## config.mk

```make
export PLATFORM = sky130hd
export DESIGN_NAME = amp_modulator_mc
export DESIGN_NICKNAME = d
export VERILOG_FILES = /design/src/rtl/amp_modulator_mc.sv
export SDC_FILE = /design/constraint.sdc
export NUM_CORES = 2
export LEC_CHECK = 0
export CORE_ASPECT_RATIO = 1.5
export CORE_MARGIN = 2
export CORE_UTILIZATION = 44
export CTS_BUF_LIST = sky130_fd_sc_hd__clkbuf_8
export DETAILED_ROUTE_END_ITERATION = 10
export PLACE_DENSITY = 0.71
export SLEW_MARGIN = 0
export SYNTH_ARGS = -nofsm -noshare
export SYNTH_HDL_FRONTEND = slang
export SYNTH_SLANG_ARGS = --single-unit
```

## constraint.sdc

```tcl
create_clock -name clk_i -period 16.3 [get_ports clk_i]
set_clock_uncertainty 0.05 [all_clocks]
set_input_delay 3.26 -clock clk_i [delete_from_list [all_inputs] [get_ports clk_i]]
set_output_delay 3.26 -clock clk_i [all_outputs]
set_load 0.02 [all_outputs]
```

## src/rtl/amp_modulator_mc.sv

```systemverilog
// Multi-channel pipelined amplitude modulator: bypass / ring / AM / mute gain per beat,
// round-half-up and saturation per lane. Optional gain smoothing via `AMP_MOD_SMOOTH_EN.
module amp_modulator_mc #(
    parameter int DATA_WIDTH   = 16,
    parameter int MOD_WIDTH    = 16,
    parameter int FRAC_BITS    = 8,
    parameter int CHANNELS     = 2,
    parameter int DEPTH_WIDTH  = 8,
    parameter int SMOOTH_SHIFT = 4
) (
    input  logic                           clk_i,
    input  logic                           rst_i,
    input  logic                           valid_i,
    output logic                           ready_o,
    input  logic [CHANNELS*DATA_WIDTH-1:0] signal_i,
    input  logic [MOD_WIDTH-1:0]           modulator_i,
    input  logic [1:0]                     mode_i,
    input  logic [DEPTH_WIDTH-1:0]         depth_i,
    output logic                           valid_o,
    input  logic                           ready_i,
    output logic [CHANNELS*DATA_WIDTH-1:0] signal_o,
    output logic [CHANNELS-1:0]            clip_o
);

    localparam int GW = MOD_WIDTH + 2;
    localparam int PW = DATA_WIDTH + GW;
    localparam int AW = MOD_WIDTH + DEPTH_WIDTH + 1;
    localparam int SW = CHANNELS * DATA_WIDTH;

    localparam logic [1:0] MODE_BYPASS = 2'b00;
    localparam logic [1:0] MODE_RING   = 2'b01;
    localparam logic [1:0] MODE_AM     = 2'b10;
    localparam logic [1:0] MODE_MUTE   = 2'b11;

    localparam logic signed [GW-1:0] UNITY =
        {{(GW-FRAC_BITS-1){1'b0}}, 1'b1, {FRAC_BITS{1'b0}}};
    localparam logic signed [PW:0] RND_HALF =
        {{(PW-FRAC_BITS+1){1'b0}}, 1'b1, {(FRAC_BITS-1){1'b0}}};
    localparam logic signed [PW:0] SAT_MAX =
        {{(PW-DATA_WIDTH+2){1'b0}}, {(DATA_WIDTH-1){1'b1}}};
    localparam logic signed [PW:0] SAT_MIN =
        {{(PW-DATA_WIDTH+2){1'b1}}, {(DATA_WIDTH-1){1'b0}}};

    logic                        en_s;

    logic                        s1_valid_r;
    logic [SW-1:0]               s1_sig_r;
    logic signed [MOD_WIDTH-1:0] s1_mod_r;
    logic [1:0]                  s1_mode_r;
    logic [DEPTH_WIDTH-1:0]      s1_depth_r;

    logic signed [AW-1:0]        am_prod_s;
    logic signed [GW-1:0]        g_raw_s;
    logic signed [GW-1:0]        g_eff_s;

    logic                        s2_valid_r;
    logic [SW-1:0]               s2_sig_r;
    logic signed [GW-1:0]        s2_gain_r;

    logic [CHANNELS*PW-1:0]      prod_s;
    logic                        s3_valid_r;
    logic [CHANNELS*PW-1:0]      s3_prod_r;

    logic signed [PW:0]          rnd_s [CHANNELS];
    logic signed [PW:0]          y_s   [CHANNELS];
    logic [SW-1:0]               sat_s;
    logic [CHANNELS-1:0]         clip_s;

    // The whole pipeline moves together; it only freezes when the output is held.
    assign en_s    = !valid_o || ready_i;
    assign ready_o = en_s;

    // S1: capture the accepted beat together with its mode, depth and modulator.
    always_ff @(posedge clk_i) begin
        if (!rst_i) begin
            s1_valid_r <= 1'b0;
            s1_sig_r   <= {SW{1'b0}};
            s1_mod_r   <= {MOD_WIDTH{1'b0}};
            s1_mode_r  <= MODE_BYPASS;
            s1_depth_r <= {DEPTH_WIDTH{1'b0}};
        end else if (en_s) begin
            s1_valid_r <= valid_i;
            s1_sig_r   <= signal_i;
            s1_mod_r   <= $signed(modulator_i);
            s1_mode_r  <= mode_i;
            s1_depth_r <= depth_i;
        end else begin
            s1_valid_r <= s1_valid_r;
            s1_sig_r   <= s1_sig_r;
            s1_mod_r   <= s1_mod_r;
            s1_mode_r  <= s1_mode_r;
            s1_depth_r <= s1_depth_r;
        end
    end

    // Gain selection from the captured beat's mode.
    always_comb begin
        g_raw_s   = {GW{1'b0}};
        am_prod_s = AW'(s1_mod_r) * AW'($signed({1'b0, s1_depth_r}));
        case (s1_mode_r)
            MODE_BYPASS: g_raw_s = UNITY;
            MODE_RING:   g_raw_s = GW'(s1_mod_r);
            MODE_AM:     g_raw_s = UNITY + GW'(am_prod_s >>> DEPTH_WIDTH);
            MODE_MUTE:   g_raw_s = {GW{1'b0}};
            default:     g_raw_s = {GW{1'b0}};
        endcase
    end

`ifdef AMP_MOD_SMOOTH_EN
    logic signed [GW-1:0] g_prev_r;
    logic signed [GW:0]   g_diff_s;

    // One-pole smoothing: move 1/2^SMOOTH_SHIFT of the way toward the new gain.
    always_comb begin
        g_diff_s = (GW+1)'(g_raw_s) - (GW+1)'(g_prev_r);
        g_eff_s  = g_prev_r + GW'(g_diff_s >>> SMOOTH_SHIFT);
    end

    // Smoothing state advances only when a real beat leaves S1.
    always_ff @(posedge clk_i) begin
        if (!rst_i) begin
            g_prev_r <= UNITY;
        end else if (en_s && s1_valid_r) begin
            g_prev_r <= g_eff_s;
        end else begin
            g_prev_r <= g_prev_r;
        end
    end
`else
    // Without smoothing the selected gain is used directly.
    always_comb begin
        g_eff_s = g_raw_s;
    end
`endif

    // S2: register the gain alongside the lanes it applies to.
    always_ff @(posedge clk_i) begin
        if (!rst_i) begin
            s2_valid_r <= 1'b0;
            s2_sig_r   <= {SW{1'b0}};
            s2_gain_r  <= {GW{1'b0}};
        end else if (en_s) begin
            s2_valid_r <= s1_valid_r;
            s2_sig_r   <= s1_sig_r;
            s2_gain_r  <= g_eff_s;
        end else begin
            s2_valid_r <= s2_valid_r;
            s2_sig_r   <= s2_sig_r;
            s2_gain_r  <= s2_gain_r;
        end
    end

    // Full-width signed product per lane.
    always_comb begin
        prod_s = {(CHANNELS*PW){1'b0}};
        for (int k = 0; k < CHANNELS; k++) begin
            prod_s[k*PW +: PW] = PW'($signed(s2_sig_r[k*DATA_WIDTH +: DATA_WIDTH])) * PW'(s2_gain_r);
        end
    end

    // S3 input: products waiting for rounding and saturation.
    always_ff @(posedge clk_i) begin
        if (!rst_i) begin
            s3_valid_r <= 1'b0;
            s3_prod_r  <= {(CHANNELS*PW){1'b0}};
        end else if (en_s) begin
            s3_valid_r <= s2_valid_r;
            s3_prod_r  <= prod_s;
        end else begin
            s3_valid_r <= s3_valid_r;
            s3_prod_r  <= s3_prod_r;
        end
    end

    // Round half up, then clamp to the sample range and flag clamped lanes.
    always_comb begin
        sat_s  = {SW{1'b0}};
        clip_s = {CHANNELS{1'b0}};
        for (int k = 0; k < CHANNELS; k++) begin
            rnd_s[k] = (PW+1)'($signed(s3_prod_r[k*PW +: PW])) + RND_HALF;
            y_s[k]   = rnd_s[k] >>> FRAC_BITS;
            if (y_s[k] > SAT_MAX) begin
                sat_s[k*DATA_WIDTH +: DATA_WIDTH] = SAT_MAX[DATA_WIDTH-1:0];
                clip_s[k] = 1'b1;
            end else if (y_s[k] < SAT_MIN) begin
                sat_s[k*DATA_WIDTH +: DATA_WIDTH] = SAT_MIN[DATA_WIDTH-1:0];
                clip_s[k] = 1'b1;
            end else begin
                sat_s[k*DATA_WIDTH +: DATA_WIDTH] = y_s[k][DATA_WIDTH-1:0];
                clip_s[k] = 1'b0;
            end
        end
    end

    // Output registers; an invalid slot drives zeros so idle outputs stay clean.
    always_ff @(posedge clk_i) begin
        if (!rst_i) begin
            valid_o  <= 1'b0;
            signal_o <= {SW{1'b0}};
            clip_o   <= {CHANNELS{1'b0}};
        end else if (en_s) begin
            valid_o  <= s3_valid_r;
            signal_o <= s3_valid_r ? sat_s : {SW{1'b0}};
            clip_o   <= s3_valid_r ? clip_s : {CHANNELS{1'b0}};
        end else begin
            valid_o  <= valid_o;
            signal_o <= signal_o;
            clip_o   <= clip_o;
        end
    end

endmodule

```

==> After elaboration in Yosys (flattened, before gate mapping) <==
Index checks and enable logic that the tools add are counted.
{ "totals": {"reg_bits": 214, "input_bits": 62, "elab_cells": 40} }
{ "classes": {"mul": 3, "eq_ne": 3, "reduce_logical": 3, "n_lt_le_gt_ge": 4, "muxes": 11, "n_addsub": 3} }
{ "ops": {"columns": ["cell", "count"], "rows": [
  ["18-bit one-hot mux with 4 select lines", 1],
  ["34-bit by 9-bit adder with 35-bit output, second input constant", 2],
  ["16-bit by 18-bit multiplier with 34-bit output", 2],
  ["16-bit two-way mux", 4],
  ["27-bit by 16-bit > comparator with 1-bit output, second input constant", 2],
  ["27-bit by 16-bit less-than comparator with 1-bit output, second input constant", 2],
  ["32-bit two-way mux", 1],
  ["16-bit by 9-bit multiplier with 25-bit output", 1],
  ["10-bit by 17-bit adder with 18-bit output, first input constant", 1],
  ["2-bit equality test, second input constant", 2],
  ["1-bit two-way mux", 4],
  ["2-bit by 1-bit equality test with 1-bit output, second input constant", 1],
  ["2-bit zero test", 1],
  ["2-bit two-way mux", 1],
  ["1-bit zero test", 1],
  ["1-bit logical OR", 1]
]} }

==> Logic depth before layout (Yosys ltp) <==
{ "depth": {"ltp_word": 5, "ltp_mapped": 26, "ltp_nobuf": 24} }

==> Worst setup path after synthesis <==
Ideal clock, no wire load.
{ "synth_path": {"path_type": "in2out", "startpoint": "input ready_i", "endpoint": "output ready_o", "stages": 4, "setup_slack_ns": 8.882, "arrival_time_ns": 4.108, "required_ns": 12.990, "path_cell_list": "nor2b_1 > inv_2 > clkbuf_1 > buf_1"} }
{ "synth_between": {"elab_chain_len": 1} }
{ "synth_rtl": {"columns": ["item", "line_no", "source"], "rows": [
  ["start: declaration", "20", "input logic ready_i,"],
  ["1-bit logical OR", "70", "assign en_s = !valid_o || ready_i;"],
  ["end: declaration", "14", "output logic ready_o,"]
]} }
Every way passes these cells.

==> Final worst setup path <==
Ends and elaborated chain as after synthesis.

==> results.json <==
{
  "outcome": "finished, final reports clean",
  "slew-limit-headroom_pct": 30.2,
  "core_area_um2": 76000,
  "hold_class": "flop to flop",
  "drive_gt1_share_pct": 2.33,
  "grt-ovfl-total": 0,
  "crit_type": "primary input to primary output",
  "grt_pass1_wl_mm": 134,
  "fillers": 7401,
  "hold_depth": 2,
  "drc": 0,
  "cp-end-kind": "primary output",
  "grt_pass1_vias": 27000,
  "wire_per_inst_um": 16.3,
  "synth.distinct_cells": 74,
  "drt_iter0_drc": 1136,
  "finalNetCount": 4804,
  "placed_cell_area_um2": 35400,
  "cts_sinks": 200,
  "syn_area_per_cell_um2": 8.62,
  "instances_no_fill": 4869,
  "swShare_pct": 41.1,
  "peakVddDrop_mv": 0.0753,
  "setup_violations": 0,
  "final_util_pct": 47.1,
  "cts_tree": "done",
  "intPower_mw": 0.911,
  "synthCells": 3903,
  "crit_required_ns": 12.99,
  "postCtsSetupBuffers": 0,
  "drt-total-wl_mm": 79.5,
  "finalCritPeriodShare_pct": 51.5,
  "antenna_found_initial": 2,
  "final_area_um2": 35800,
  "fmax_mhz": 119,
  "gp_congestion": 0.859,
  "cp-start-kind": "primary input",
  "setup_tns_ns": 0,
  "arrival_ns": 5.09,
  "areaGrowthSynthToFinish_pct": 6.39,
  "ys_seq_area_share_pct": 11.9,
  "final-hold-violation-count": 0,
  "rows": 124,
  "cap_violations": 0,
  "hold_buffers": 0,
  "clk_path_buf_depth": 2,
  "synthesis.area_um2": 33700,
  "drt-pass1-iter-count": 5,
  "ios": 98,
  "via_per_inst": 5.16,
  "worstMarginPinSlew_ns": 1.05,
  "dp_slack_ns": 7.89,
  "p_total_mw": 1.55,
  "vias": 25100,
  "hpwlAfterDp_mm": 62.2,
  "seq_power_share_pct": 38.3,
  "syn_nets": 4859,
  "detail-route-antenna-nets": 0,
  "worst_slack_ns": 7.90,
  "numCtsBuffers": 17,
  "p_leak_nw": 17.6,
  "crit_fanout": 70,
  "dp_cells": 4837,
  "p_clk_share_pct": 23.1,
  "h-tree-depth": 4,
  "drv_slew": 0,
  "cts_root_buffer": "clkbuf_8",
  "p_sw_mw": 0.636,
  "portBuffers": 97,
  "synth-edff-count": 0,
  "die_h_um": 343,
  "period_needed_ns": 8.40,
  "ctsResizeCount": 0,
  "grt_setup_unrepaired": "false",
  "reg2reg_depth": 21,
  "async_flop_share_pct": 0,
  "dieArea_um2": 78800,
  "die_w_um": 230,
  "comb_power_share_pct": 38.6,
  "clk_pin_slew_ns": 0.13,
  "synth_seq_cells": 200,
  "grt_use_total_pct": 21.4,
  "ys_warn_count": 0,
  "grt_max_degree": 155,
  "worst_skew_pair.late_latency_ns": 0.61,
  "p_per_area_nw_per_um2": 43.2,
  "holdWs_ns": 0.392,
  "initial_utilization_pct": 44.3,
  "synth_flop_cell": "dfxtp_1"
}
placed cells by master (no fill, tap or decap), types with 10 or more instances in the layout:
cell	n
xor2_1	53
nand3_1	43
inv_1	835
nor2_1	91
o21ai_0	55
nand2b_1	21
a221oi_1	12
fa_1	679
nand4_1	21
clkbuf_8	18
buf_4	31
dfxtp_1	200
nor3_1	30
o211ai_1	30
a21oi_1	176
ha_1	215
and3_1	10
xnor2_1	77
a31oi_1	16
nand2_1	688
clkdlybuf4s50_1	97
and2_1	297
a21o_1	23
kinds of logic (layout without fill, tap and decap cells):
| family | Yosys count | after routing | share of synthesized area [%] |
|---|---|---|---|
| AO/OA/AOI/OAI | 377 | 377 | 6.92 |
| other | 0 | 1 | 0 |
| AND/OR/NAND/NOR | 1255 | 1255 | 17.5 |
| XOR/XNOR | 131 | 131 | 3.43 |
| buffers and inverters | 1040 | 997 | 11.7 |
| adder cells (fa/ha/maj) | 894 | 894 | 48.4 |
| multiplexers | 6 | 6 | 0.178 |
| flip-flops | 200 | 200 | 11.9 |
path summary, 6_finish.rpt:
kind,startpoint,endpoint,slack (ns)
hold reg to reg,s1_sig_r[18],s2_sig_r[18],0.39
setup reg to reg,s2_sig_r[20],s3_prod_r[67],9.02
hold / removal,s1_sig_r[18],s2_sig_r[18],0.39
setup / recovery,ready_i,ready_o,7.90
state kept, by name, indices dropped and copies added, names as in the netlist:
signal	count
clip_o	2
s1_depth_r	8
s1_mod_r	16
s1_mode_r	2
s1_sig_r	32
s1_valid_r	1
s2_gain_r	18
s2_sig_r	32
s2_valid_r	1
s3_prod_r	54
s3_valid_r	1
signal_o	32
valid_o	1
layer usage:
| metal | track usage, % | part of all wire [%] |
|---|---|---|
| met1 | 24.0 | 38 |
| met2 | 39.9 | 54 |
| met3 | 2.04 | 3.6 |
| met4 | 11.4 | 5.2 |
| met5 | 0 | 0.014 |
cell type report:
cell class | count | area [um2] | share of cell area (%)
clock inverter | 13 | 174 | 0.486
clock buffer | 18 | 248 | 0.692
inverter | 837 | 3150 | 8.80
antenna | 1 | 2.50 | 0.00699
timing repair buffer | 129 | 1220 | 3.42
multi-input combinational | 2663 | 25700 | 71.9
sequential | 200 | 4000 | 11.2
tap | 1008 | 1260 | 3.52
cells in the mapped netlist, drive strengths merged (3+ instances only):
| cell type | instances | area (um2) |
|---|---|---|
| or3 | 8 | 50.1 |
| nor3b | 4 | 30.0 |
| a31o | 5 | 43.8 |
| nor4 | 7 | 65.1 |
| ha | 215 | 2690 |
| buf | 17 | 85.1 |
| o22ai | 3 | 18.8 |
| inv | 837 | 3140 |
| clkbuf | 186 | 698 |
| o211ai | 30 | 225 |
| o21a | 9 | 67.6 |
| o21ai | 56 | 280 |
| nand2b | 21 | 131 |
| fa | 679 | 13600 |
| or2 | 5 | 31.3 |
| and4 | 6 | 55.1 |
| nand2 | 688 | 2580 |
| mux2i | 6 | 60.1 |
| and3 | 10 | 62.6 |
| nand4 | 22 | 144 |
| o31ai | 6 | 45.0 |
| o21bai | 4 | 30.0 |
| and2 | 297 | 1860 |
| o2111ai | 3 | 26.3 |
| nor3 | 32 | 170 |
| nand4b | 3 | 26.3 |
| dfxtp | 200 | 4000 |
| a211oi | 7 | 57.6 |
| a21oi | 176 | 881 |
| nor2 | 92 | 345 |
| nor4bb | 4 | 40.0 |
| a21o | 23 | 173 |
| a221oi | 13 | 120 |
| nor2b | 7 | 43.8 |
| xnor2 | 78 | 691 |
| a41oi | 3 | 26.3 |
| xor2 | 53 | 464 |
| a31oi | 17 | 121 |
| nand3 | 43 | 215 |
power by group through the flow:
stage	sequential, mW	clock [mW]	combinational (mW)
4_1_cts	0.591	0.368	0.606
6_report	0.593	0.357	0.597
2_1_floorplan	0.565	0	0.467
3_3_place_gp	0.601	0	0.589
5_1_grt	0.600	0.382	0.688
3_5_place_dp	0.602	0	0.603
critical path: stages:
cell,delay (ns)
clkdlybuf4s50_1,0.50
nor2b_4,0.07
inv_6,0.44
clkdlybuf4s50_1,0.74
No activity file was read; power rests on OpenSTA's default activity.
